[src/rtl/decode_queue_unit.sv]
// rtl/decode_queue_unit.sv - queued RV32IM decoder with registered controls and divide hold-off
module decode_queue_unit #(
    parameter int QUEUE_DEPTH  = 4,
    parameter int DIV_LATENCY  = 4,
    parameter bit ENABLE_RV32M = 1'b1,
    parameter bit ENABLE_CSR   = 1'b1
) (
    input  logic        clk,
    input  logic        reset,
    input  logic        flush,
    input  logic        in_valid,
    output logic        in_ready,
    input  logic [31:0] in_instruction,
    input  logic [31:0] in_pc,
    output logic        out_valid,
    input  logic        out_ready,
    output logic [31:0] out_instruction,
    output logic [31:0] out_pc,
    output logic [5:0]  alu_select,
    output logic        reg_write_en,
    output logic [2:0]  data_mem_write,
    output logic [3:0]  data_mem_read,
    output logic [3:0]  branch_ctrl,
    output logic [2:0]  immediate_select,
    output logic        operand1_select,
    output logic        operand2_select,
    output logic [1:0]  writeback_value_select,
    output logic [3:0]  csr_value_select,
    output logic        illegal_instr,
    output logic        div_busy
);

    localparam int PW    = (QUEUE_DEPTH > 1) ? $clog2(QUEUE_DEPTH) : 1;
    localparam int CNT_W = PW + 1;
    localparam int CW    = (DIV_LATENCY > 2) ? $clog2(DIV_LATENCY) : 1;

    localparam logic [0:0] ST_RUN      = 1'b0;
    localparam logic [0:0] ST_DIV_WAIT = 1'b1;

    localparam logic [6:0] OP_LUI    = 7'b0110111;
    localparam logic [6:0] OP_AUIPC  = 7'b0010111;
    localparam logic [6:0] OP_JAL    = 7'b1101111;
    localparam logic [6:0] OP_JALR   = 7'b1100111;
    localparam logic [6:0] OP_BRANCH = 7'b1100011;
    localparam logic [6:0] OP_LOAD   = 7'b0000011;
    localparam logic [6:0] OP_STORE  = 7'b0100011;
    localparam logic [6:0] OP_IMM    = 7'b0010011;
    localparam logic [6:0] OP_REG    = 7'b0110011;
    localparam logic [6:0] OP_SFMT   = 7'b0101111;
    localparam logic [6:0] OP_IFMT   = 7'b0111111;
    localparam logic [6:0] OP_SYSTEM = 7'b1110011;

    logic [31:0]      instr_mem [QUEUE_DEPTH];
    logic [31:0]      pc_mem    [QUEUE_DEPTH];
    logic [PW-1:0]    wr_ptr;
    logic [PW-1:0]    rd_ptr;
    logic [CNT_W-1:0] count;

    logic [0:0]       state;
    logic [CW-1:0]    counter;
    logic             out_div;

    logic             push;
    logic             load;
    logic             div_hs;

    assign in_ready = (count < CNT_W'(QUEUE_DEPTH));
    assign push     = in_valid & in_ready & ~flush;
    assign div_hs   = out_valid & out_ready & out_div;
    assign load     = (~out_valid | out_ready) & (count != '0) & (state == ST_RUN) & ~div_hs & ~flush;
    assign div_busy = (state == ST_DIV_WAIT);

    // Storage carries no reset; emptiness is tracked solely by the pointers and count.
    always_ff @(posedge clk) begin
        if (push) begin
            instr_mem[wr_ptr] <= in_instruction;
            pc_mem[wr_ptr]    <= in_pc;
        end
    end

    always_ff @(posedge clk or negedge reset) begin
        if (!reset) begin
            wr_ptr <= '0;
            rd_ptr <= '0;
            count  <= '0;
        end else if (flush) begin
            wr_ptr <= '0;
            rd_ptr <= '0;
            count  <= '0;
        end else begin
            if (push) wr_ptr <= wr_ptr + 1'b1;
            if (load) rd_ptr <= rd_ptr + 1'b1;
            case ({push, load})
                2'b10:   count <= count + 1'b1;
                2'b01:   count <= count - 1'b1;
                default: count <= count;
            endcase
        end
    end

    logic [31:0] head;
    logic [6:0]  opcode;
    logic [2:0]  f3;
    logic [6:0]  f7;
    logic        is_lui, is_auipc, is_jal, is_jalr, is_branch, is_load, is_store;
    logic        is_opimm, is_op, is_sfmt, is_ifmt, is_system;
    logic        opcode_ok, rv32m, d_illegal, d_div;
    logic [5:0]  d_alu;
    logic        d_rwe;
    logic [2:0]  d_dmw;
    logic [3:0]  d_dmr;
    logic [3:0]  d_bc;
    logic [2:0]  d_imm;
    logic        d_op1, d_op2;
    logic [1:0]  d_wb;
    logic [3:0]  d_csr;

    assign head   = instr_mem[rd_ptr];
    assign opcode = head[6:0];
    assign f3     = head[14:12];
    assign f7     = head[31:25];

    always_comb begin
        is_lui    = (opcode == OP_LUI);
        is_auipc  = (opcode == OP_AUIPC);
        is_jal    = (opcode == OP_JAL);
        is_jalr   = (opcode == OP_JALR);
        is_branch = (opcode == OP_BRANCH);
        is_load   = (opcode == OP_LOAD);
        is_store  = (opcode == OP_STORE);
        is_opimm  = (opcode == OP_IMM);
        is_op     = (opcode == OP_REG);
        is_sfmt   = (opcode == OP_SFMT);
        is_ifmt   = (opcode == OP_IFMT);
        is_system = (opcode == OP_SYSTEM);

        opcode_ok = is_lui | is_auipc | is_jal | is_jalr | is_branch | is_load | is_store |
                    is_opimm | is_op | is_sfmt | is_ifmt | (is_system & ENABLE_CSR);
        rv32m     = is_op & (f7 == 7'b0000001);
        d_illegal = ~opcode_ok | (rv32m & ~ENABLE_RV32M);
        d_div     = rv32m & f3[2] & ~d_illegal & (DIV_LATENCY > 1);

        d_alu[5]   = 1'b0;
        d_alu[4]   = (is_op & (f7 == 7'b0100000) & ((f3 == 3'b000) | (f3 == 3'b101))) |
                     (is_opimm & (f7 == 7'b0100000) & (f3 == 3'b101)) | is_lui;
        d_alu[3]   = rv32m | is_lui;
        d_alu[2:0] = (is_auipc | is_jal | is_load | is_store | is_branch) ? 3'b000 : f3;

        d_rwe = ~(is_store | is_branch | d_illegal);
        d_dmw = {is_store & ~d_illegal, f3[1:0]};
        d_dmr = {is_load & ~d_illegal, f3};
        d_bc  = {(is_jal | is_jalr | is_branch) & ~d_illegal, (is_jal | is_jalr) ? 3'b010 : f3};

        if (is_jal)                                               d_imm = 3'b001;
        else if (is_jalr | is_load | is_opimm | is_system | is_ifmt) d_imm = 3'b010;
        else if (is_branch)                                       d_imm = 3'b011;
        else if (is_store | is_sfmt)                              d_imm = 3'b100;
        else                                                      d_imm = 3'b000;

        d_op1 = is_auipc | is_jal | is_branch;
        d_op2 = is_load | is_opimm | is_auipc | is_store | is_lui | is_jalr | is_jal | is_branch;

        if (is_jal | is_jalr) d_wb = 2'b00;
        else if (is_load)     d_wb = 2'b01;
        else                  d_wb = 2'b10;

        d_csr = {is_system, f3};
    end

    always_ff @(posedge clk or negedge reset) begin
        if (!reset) begin
            out_valid              <= 1'b0;
            out_instruction        <= '0;
            out_pc                 <= '0;
            alu_select             <= '0;
            reg_write_en           <= 1'b0;
            data_mem_write         <= '0;
            data_mem_read          <= '0;
            branch_ctrl            <= '0;
            immediate_select       <= '0;
            operand1_select        <= 1'b0;
            operand2_select        <= 1'b0;
            writeback_value_select <= '0;
            csr_value_select       <= '0;
            illegal_instr          <= 1'b0;
            out_div                <= 1'b0;
        end else if (flush) begin
            out_valid <= 1'b0;
            out_div   <= 1'b0;
        end else if (load) begin
            out_valid              <= 1'b1;
            out_instruction        <= head;
            out_pc                 <= pc_mem[rd_ptr];
            alu_select             <= d_alu;
            reg_write_en           <= d_rwe;
            data_mem_write         <= d_dmw;
            data_mem_read          <= d_dmr;
            branch_ctrl            <= d_bc;
            immediate_select       <= d_imm;
            operand1_select        <= d_op1;
            operand2_select        <= d_op2;
            writeback_value_select <= d_wb;
            csr_value_select       <= d_csr;
            illegal_instr          <= d_illegal;
            out_div                <= d_div;
        end else if (out_ready) begin
            out_valid <= 1'b0;
            out_div   <= 1'b0;
        end
    end

    // The counter starts at DIV_LATENCY-1 and the wait ends on the edge where it reads 1.
    always_ff @(posedge clk or negedge reset) begin
        if (!reset) begin
            state   <= ST_RUN;
            counter <= '0;
        end else if (flush) begin
            state   <= ST_RUN;
            counter <= '0;
        end else begin
            case (state)
                ST_RUN: begin
                    if (div_hs) begin
                        state   <= ST_DIV_WAIT;
                        counter <= CW'(DIV_LATENCY - 1);
                    end
                end
                default: begin
                    counter <= counter - 1'b1;
                    if (counter == CW'(1)) state <= ST_RUN;
                end
            endcase
        end
    end

endmodule

[config.mk]
export PLATFORM = sky130hd
export DESIGN_NAME = decode_queue_unit
export DESIGN_NICKNAME = d
export VERILOG_FILES = /design/src/rtl/decode_queue_unit.sv
export SDC_FILE = /design/constraint.sdc
export NUM_CORES = 1
export LEC_CHECK = 0
export CORE_MARGIN = 2
export CORE_UTILIZATION = 50
export DETAILED_ROUTE_END_ITERATION = 6
export GPL_TIMING_DRIVEN = 0
export HOLD_SLACK_MARGIN = 0.02
export PLACE_DENSITY = 0.76
export SLEW_MARGIN = 20
export SYNTH_ARGS = -nofsm -noshare
export SYNTH_HDL_FRONTEND = slang
export SYNTH_SLANG_ARGS = --single-unit
[constraint.sdc]
create_clock -name clk -period 3 [get_ports clk]
set_input_delay 0.75 -clock clk [delete_from_list [all_inputs] [get_ports clk]]
set_output_delay 0.75 -clock clk [all_outputs]
set_load 0.02 [all_outputs]
-- Word level (Yosys, flattened, before mapping)
Memory sizes are Yosys's and may differ from the RTL's. A register that Yosys moved wholly into a read port is not among the register bits.
Index checks and enable logic that the tools add are counted.
- latch bits: 0
- bits in read-only memories: 0
- register bits after elaboration: 73
- output and inout bits: 97
- word-level logic and storage cells: 143
- RAM bits: 256
- memories kept: 2
- memory list (memory ; depth ; width ; read ports ; clocked after memory_dff ; write ports ; RTL line ; source):
    instr_mem ; 4 ; 32 ; 1 ; 0 ; 1 ; 53 ; logic [31:0] instr_mem [QUEUE_DEPTH];
    pc_mem ; 4 ; 32 ; 1 ; 1 ; 1 ; 54 ; logic [31:0] pc_mem [QUEUE_DEPTH];
- equal/unequal tests: 18
- mux-type cells: 28
- bitwise logic cells: 61
- divide/modulo/power cells: 0
- $lt $le $gt $ge: 1
- shift operators: 0
- add/sub/neg operators: 5
- multiply operators: 0
- reduce and logical (&&, ||, !) cells: 9
- operators by type and width (kind ; count):
    7-bit by 6-bit == test with 1-bit output (second input constant) ; 6
    1-bit bitwise OR ; 37
    7-bit == test (second input constant) ; 4
    3-bit two-way mux ; 7
    1-bit bitwise AND ; 18
    2-bit two-way mux ; 9
    7-bit by 5-bit == test with 1-bit output (second input constant) ; 2
    3-bit nonzero test ; 4
    1-bit two-way mux ; 11
    7-bit by 1-bit == test with 1-bit output (second input constant) ; 1
    7-bit by 2-bit == test with 1-bit output (second input constant) ; 1
    1-bit inverter ; 6
    3-bit case mux with 2 select lines ; 1
    2-bit by 1-bit adder with 2-bit output (second input constant) ; 2
    2-bit by 1-bit == test with 1-bit output (second input constant) ; 2
    2-bit nonzero test ; 2
    3-bit by 1-bit adder with 3-bit output (second input constant) ; 1
    3-bit == test (second input constant) ; 1
    3-bit zero test ; 1
    3-bit < comparator (second input constant) ; 1
    3-bit by 1-bit subtractor with 3-bit output (second input constant) ; 1
    2-bit == test (second input constant) ; 1
    2-bit AND reduction ; 1
    2-bit by 1-bit subtractor with 2-bit output (second input constant) ; 1
    1-bit zero test ; 1

-- Longest topological paths before layout
Gate-level depths: netlist (run 1).
An unclocked memory read counts as a cell.
- depth in word-level cells: 16
- gate-level depth with buffers: 9

-- Least setup slack after synthesis (run 1)
OpenSTA, ideal clock, no wires.
- kind: input to register
- start point: in in_valid
- end point: mem instr_mem[0][0] (enable)
- setup slack: -0.252 ns
- arrival: 2.823 ns
- path buffers: 1
- stages: 4
- cells stage by stage: nor2b_1 > clkbuf_1 > nor2b_1 > and2_1
- cells in the longest elaborated chain, start to end: 4
- ends and longest elaborated chain (what ; RTL line ; source):
    start, declared ; 11 ; input logic in_valid,
    1-bit bitwise AND (2 in a row) ; 68 ; assign push = in_valid & in_ready & ~flush;
    1-bit two-way mux ; 75 ; if (push) begin
    1-bit two-way mux (not written as such) ; 76 ; instr_mem[wr_ptr] <= in_instruction;
    end, declared ; 53 ;
Every way passes these cells.

-- Final worst setup path (run 1)
- start point: reg rd_ptr[0]
- end point: reg out_div
- cells in the longest elaborated chain, start to end: 16
- ends and longest elaborated chain (what ; RTL line ; source):
    start, declared ; 56 ; logic [PW-1:0] rd_ptr;
    start signal, assigned ; 92 ; if (load) rd_ptr <= rd_ptr + 1'b1;
    memory read 4 x 32 bit (*) ; n/a ;
    7-bit by 6-bit == test with 1-bit output or 7-bit by 5-bit == test with 1-bit output (tied branches) ; 124, 125 ;
    1-bit bitwise OR (7 in a row) ; 137 ; opcode_ok = is_lui | is_auipc | is_jal | is_jalr | is_branch | is_load | is_store |
    1-bit bitwise OR (4 in a row) ; 138 ; is_opimm | is_op | is_sfmt | is_ifmt | (is_system & ENABLE_CSR);
    1-bit bitwise AND (*) ; 141 ; d_div = rv32m & f3[2] & ~d_illegal & (DIV_LATENCY > 1);
    1-bit two-way mux (*) ; 190 ; end else if (load) begin
    1-bit two-way mux (*) ; 187 ; end else if (flush) begin
    end signal, assigned ; 205 ; out_div <= d_div;
    end, declared ; 61 ; logic out_div;
Mark *: on every way between the ends. The rest lies on a longest branch, timed or not.
A chain may end at the register's enable or synchronous reset.

==> reports/qor.txt, run 1 <==
Hold Vio Cnt, Final = 0
antenna violations before repair = 3
R2R Path Start = rd_ptr[0]
Top delay family on crit path = simple AND/OR/NAND/NOR gates
final worst-path cycle share = 93.9%
Starting Density = 51.2%
count of buffers from port buffering = 164
Static Leak = 6.19 nW
Syn Inst Count = 809
CTS H-tree lvls = 2
top cell type's share of synthesized area = 57.3%
worst hold path type = in -> async
Clock Path Buffers = 3
area grow syn2layout = 25.1%
DIE AREA = 0.0282 mm2
IO Pins = 166
TritonCTS Sinks = 353
YS warnings = 0
via count = 7,433
Worst-Skew Late Latency = 0.51 ns
unrepaired setup endpoints after global routing = no
chip height = 168 um
Most used DFF post-synth = edfxtp_1
top cells by count, synth = edfxtp_1 (256), nand2_1 (219), dfrtp_1 (97)
Fmax = 355 MHz
Max-Cap Viols = 0
post-CTS setup buffers = 0
CP arrival = 3.26 ns
TNS Setup = 0 ns
Reg2Reg Setup Slack = 0.18 ns
cts hold-fix bufs = 0
CP Launch Type = register
final wirelength = 27.1 mm
Synth area leaders = edfxtp_1 (57%), dfrtp_1 (18%), mux4_2 (10%), nand2_1 (6.1%), mux4_1 (0.78%)
worst r2r path cells = 6
post-route total power = 0.0159 W
Final #Nets = 1,092
Critical Path End Type = register
WP depth = 6
Die X = 168 um
Mapped Area = 0.0134 mm2
FF+latch count, synth = 353
Avg Inst Size Synth = 16.6 um2
CP max FO = 10
Slew @ Worst Pin = 0.879 ns
GRT Total Usage = 19.9%
worst vdd ir = 673 uV
antenna-violating nets left = 0
Cell variety after synth = 45
kind of critical path = reg -> reg
RR Endpoint = out_div
Post-synth ARST share = 27.5%
# rows = 59
Setup Skew = 0.0177 ns
Slew Viols, Final = 0
drt first-iter violations = 648
most frequent cell after synthesis = edfxtp_1
first-pass GRT wire length = 42.9 mm
Final Wtd Congestion = 0.810
CTS tree = yes
clock root buffer = clkbuf_16
cells along the critical path = buf_6 -> buf_2 -> mux4_2 -> or3_1 -> or4_1 -> a21oi_1
largest net degree at the start of global routing = 54
Post-synth EDFFs = 256
DRC viols = 0
CTS Buf Count = 37
core area = 0.0262 mm2
final setup fails = 0
drt wl/cell = 19.6 um
CP max-delay cell = mux4_2
Synthesized Nets = 884
layout cells sized above 1 = 14.3%
Slew Limit Headroom = 41.4%
Worst path max stage delay = 0.62 ns
DP HPWL = 17.7 mm
vias in the first global route = 7,836
Vias/cell = 5.38
Seq/Total Area, Yosys = 75.4%
first-pass iteration count of the detailed router = 4
status = completed
hold slack = 0.174 ns
cell taking the most area after synthesis = edfxtp_1
Overflow after GRT = 0
Cell Pwr Density = 949 mW/mm2
clock slew at reported path FFs = 0.06 ns
CP required = 3.44 ns
crit path buf inv count = 2
min Tclk post-route = 2.82 ns
how the worst max path moves through the flow:
stage          startpoint              end
6_report        rd_ptr[0]          out_div
5_1_grt         rd_ptr[0]          out_div
4_1_cts         out_ready         count[2]
3_5_place_dp    out_ready         count[2]
3_3_place_gp        reset       out_pc[16]
2_1_floorplan    in_valid  instr_mem[0][0]
worst reg2reg max path: stages, from the launching register on:
cell     delay, ns
dfrtp_1       0.42
buf_6         0.20
buf_2         0.36
mux4_2        0.62
or3_1         0.44
or4_1         0.54
a21oi_1       0.16
layout make-up:
type	count	area, um2
buffer	48	230
timing repair buffer	169	1770
inverter	7	26.3
fill	1885	9410
clock inverter	12	90.1
antenna	3	7.51
multi-input combinational	401	3060
sequential	353	10100
clock buffer	54	1070
tap	335	419
repair_timing:
item                       CTS  global route
setup endpoints to repair   21             1
resized for setup            1             2
cloned                       0             0
through the flow:
step	utilization, %	std cells	cell area (um2)	worst slack, ns
2_1_floorplan	-	809	13400	0.447
3_3_place_gp	59.1	1308	15500	-2.93
3_5_place_dp	59.6	1313	15600	-0.485
4_1_cts	64.0	1379	16800	0.0339
5_1_grt	64.1	1380	16800	0.00963
6_report	64.1	1382	16800	0.182
flip-flops by register name (all words and copies together), names as in the netlist, 2 cells and up:
| signal | cells |
|---|---|
| pc_mem | 128 |
| immediate_select | 3 |
| out_instruction | 32 |
| rd_ptr | 2 |
| alu_select | 5 |
| writeback_value_select | 2 |
| branch_ctrl | 4 |
| out_pc | 32 |
| wr_ptr | 2 |
| instr_mem | 128 |
| count | 3 |
| counter | 2 |
cell families after synthesis:
group | after synthesis | synth area share [%]
other | 1 | 0.0279
XOR/XNOR | 5 | 0.326
adder cells (fa/ha/maj) | 6 | 0.615
AND/OR/NAND/NOR | 275 | 8.38
flip-flops | 353 | 75.4
buffers and inverters | 55 | 1.89
AO/OA/AOI/OAI | 46 | 2.20
multiplexers | 68 | 11.2
cell usage in the layout, fill, tap and decap left out, drive strengths merged, types with 2 or more instances in the layout:
cell	n
a21o	3
a21oi	8
and2	7
buf	31
clkbuf	77
clkdlybuf4s50	163
clkinv	10
dfrtp	97
diode	3
edfxtp	256
ha	5
inv	9
mux2	2
mux2i	2
mux4	64
nand2	219
nand2b	3
nand3	3
nand3b	2
nor2	20
nor2b	6
nor3	5
o21ai	14
o22a	2
o22ai	3
o31ai	8
or2	3
or3	2
or4	2
xnor2	2
xor2	3
metal layers:
| metal | global-route usage [%] | up-vias | routed length, um |
|---|---|---|---|
| met1 | 26.2 | 3750 | 11300 |
| met5 | 0 | - | 12 |
| met2 | 33.3 | 226 | 13400 |
| met4 | 5.97 | 2 | 658 |
| li1 | - | 3410 | - |
| met3 | 4.84 | 45 | 1780 |
power by group:
group | internal, W | total [W] | switching (W)
clock | 0.00251 | 0.00430 | 0.00180
sequential | 0.00609 | 0.00651 | 0.000419
combinational | 0.00227 | 0.00512 | 0.00285
(Power assumes the default switching activity.)
==> inputs of run 2 (changes only) <==
--- a/config.mk
+++ b/config.mk
@@ -5,6 +5,7 @@
 export SDC_FILE = /design/constraint.sdc
 export NUM_CORES = 1
 export LEC_CHECK = 0
+export CORE_ASPECT_RATIO = 1.1
 export CORE_MARGIN = 2
 export CORE_UTILIZATION = 50
 export DETAILED_ROUTE_END_ITERATION = 6
==> run 2 against run 1 <==
Setup slack got worse by 0.023 ns. Maximum frequency decreased by 0.80%. Count of clock-buffer cells in the layout decreased by 5. First-iteration DRC count decreased by 21%. Routed wire length about the same. Sequential share of layout area about the same. Critical endpoint unchanged. Largest cell class unchanged.
==> reports/qor.txt, run 2 (synthesized netlist as in run 1, its figures left out) <==
status = completed
largest net degree at the start of global routing = 53 (-1.9%)
crit path launch = rd_ptr[0]
via count = 7,410 (-0.31%)
chip height = 176 um (+4.8%)
WP depth = 7 (+1)
Max-Cap Viols = 0 (unchanged)
Top delay family on crit path = simple AND/OR/NAND/NOR gates
final worst-path cycle share = 94.7% (+0.76 points)
Worst-Skew Late Latency = 0.51 ns (about the same)
drt wl/cell = 19.5 um (-0.89%)
cells along the critical path = buf_6 -> mux4_2 -> buf_2 -> nand3b_1 -> or3_1 -> or4_1 -> a21oi_1
commonest non-fill, non-tap cells in the layout = edfxtp_1 (256), nand2_1 (219), clkdlybuf4s50_1 (163)
fin area = 0.0168 mm2 (about the same)
TNS Setup = 0 ns (unchanged)
first-pass GRT wire length = 43.0 mm (+0.27%)
clock slew at reported path FFs = 0.06 ns (about the same)
worst r2r path cells = 7 (+1)
n_diodes = 0 (-3)
worst hold path type = in -> async
Setup Skew = 0.0132 ns (-0.00451 ns)
Area after DPL = 0.0156 mm2 (+0.18%)
Worst path max stage delay = 0.56 ns (-0.06 ns)
unrepaired setup endpoints after global routing = no
CTS H-tree lvls = 2 (unchanged)
Slew @ Worst Pin = 0.864 ns (-0.0147 ns)
hold slack = 0.194 ns (+0.0203 ns)
commonest non-fill, non-tap cell in the layout = edfxtp_1
cts hold-fix bufs = 0 (unchanged)
Starting Density = 51.2% (about the same)
Clock Path Buffers = 3 (unchanged)
drt first-iter violations = 511 (-21%)
DIE AREA = 0.0282 mm2 (about the same)
kind of critical path = reg -> reg
worst vdd ir = 587 uV (-13%)
Die X = 160 um (-4.5%)
Slew Limit Headroom = 42.4% (+0.98 points)
Hold Vio Cnt, Final = 0 (unchanged)
final setup margin = 0.159 ns (-0.0229 ns)
Slew Viols, Final = 0 (unchanged)
crit path buf inv count = 2 (unchanged)
Fmax = 352 MHz (-0.80%)
area grow syn2layout = 25.1% (about the same)
Overflow after GRT = 0 (unchanged)
DRC viols = 0 (unchanged)
DP HPWL = 17.6 mm (-0.79%)
first-pass iteration count of the detailed router = 6 (+2)
Vias/cell = 5.32 (-1.1%)
RR Endpoint = out_div
core area = 0.0262 mm2 (about the same)
Reg2Reg Setup Slack = 0.16 ns (-0.02 ns)
antenna-violating nets left = 0 (unchanged)
core occupancy in the finished layout = 64.0% (about the same)
Top Registers = instr_mem x128, pc_mem x128
Final #Nets = 1,090 (-0.18%)
CP max FO = 10 (unchanged)
Setup WS pre-CTS = -0.380 ns (+0.105 ns)
final setup fails = 0 (unchanged)
CP max-delay cell = or4_1
min Tclk post-route = 2.84 ns (+0.0229 ns)
Final Wtd Congestion = 0.808 (-0.33%)
final wirelength = 27.1 mm (about the same)
Critical Path End Type = register
R2R Path Start = rd_ptr[0]
TritonCTS Sinks = 353 (unchanged)
CTS tree = yes
vias in the first global route = 7,787 (-0.63%)
GRT Total Usage = 19.9% (+0.038 points)
CP arrival = 3.27 ns (about the same)
layout cells sized above 1 = 13.9% (-0.34 points)
antenna violations before repair = 1 (-2)
IO Pins = 166 (unchanged)
CP Launch Type = register
CP endpoint = out_div
# rows = 62 (+5.1%)
Cell Pwr Density = 949 mW/mm2 (about the same)
CP required = 3.42 ns (-0.02 ns)
CTS Buf Count = 35 (-5.4%)
count of buffers from port buffering = 164 (unchanged)
Static Leak = 6.17 nW (-0.27%)
clock root buffer = clkbuf_16
## run 2: timing repair
| item | 4_1_cts | 5_1_grt |
|---|---|---|
| gates resized for setup | 3 | 2 |
| endpoints found under the setup margin | 21 | 2 |
| endpoints found under the hold margin | 0 | 0 |
| buffers inserted | 0 | 0 |
## run 2: per-layer routing
| layer | global-route usage, % | up-vias | wire, um |
|---|---|---|---|
| met5 | 0 | - | 12 |
| met4 | 5.86 | 2 | 651 |
| met3 | 4.44 | 51 | 1620 |
| met2 | 34.7 | 221 | 13800 |
| met1 | 25.3 | 3747 | 11000 |
| li1 | - | 3389 | - |
## run 2: per-stage QoR
step | power, W | cells
after floorplan | 0.00959 | 809
after global placement | 0.0116 | 1325
after detailed placement | 0.0118 | 1330
after CTS | 0.0161 | 1393
after global routing | 0.0168 | 1393
final | 0.0159 | 1393
## run 2: how the worst min path moves through the flow
stage                                    from                   to  slack, ns  cells after the start
after detailed placement           out_pc[27]           out_pc[27]       0.46                      2
after global routing                    reset           out_pc[29]       0.23                      1
after floorplan                         reset        alu_select[0]       0.45                      0
after global placement    out_instruction[30]  out_instruction[30]       0.46                      2
after CTS                               reset           counter[0]       0.21                      1
final                                   reset           counter[0]       0.19                      1
## run 2: power breakdown
| part | switching (W) | internal (W) |
|---|---|---|
| logic | 0.00286 | 0.00228 |
| clock network | 0.00173 | 0.00257 |
| registers | 0.000411 | 0.00608 |
## run 2: layout make-up
type,count,area (um2)
flip-flops and latches,353,10100
fillers,1897,9430
multi-input cells,401,3060
repair buffers,169,1770
clock buffers,49,991
well taps,352,440
plain buffers,48,233
clock inverters,14,145
inverters,7,26.3
## run 2: worst register-to-register path, delay by kind of cell, from the launching register on
family / cells / cell delay, ns
mux: 1 / 0.50
buf+inv: 2 / 0.39
simple gates: 3 / 1.29
flops: 1 / 0.42
compound gates: 1 / 0.17
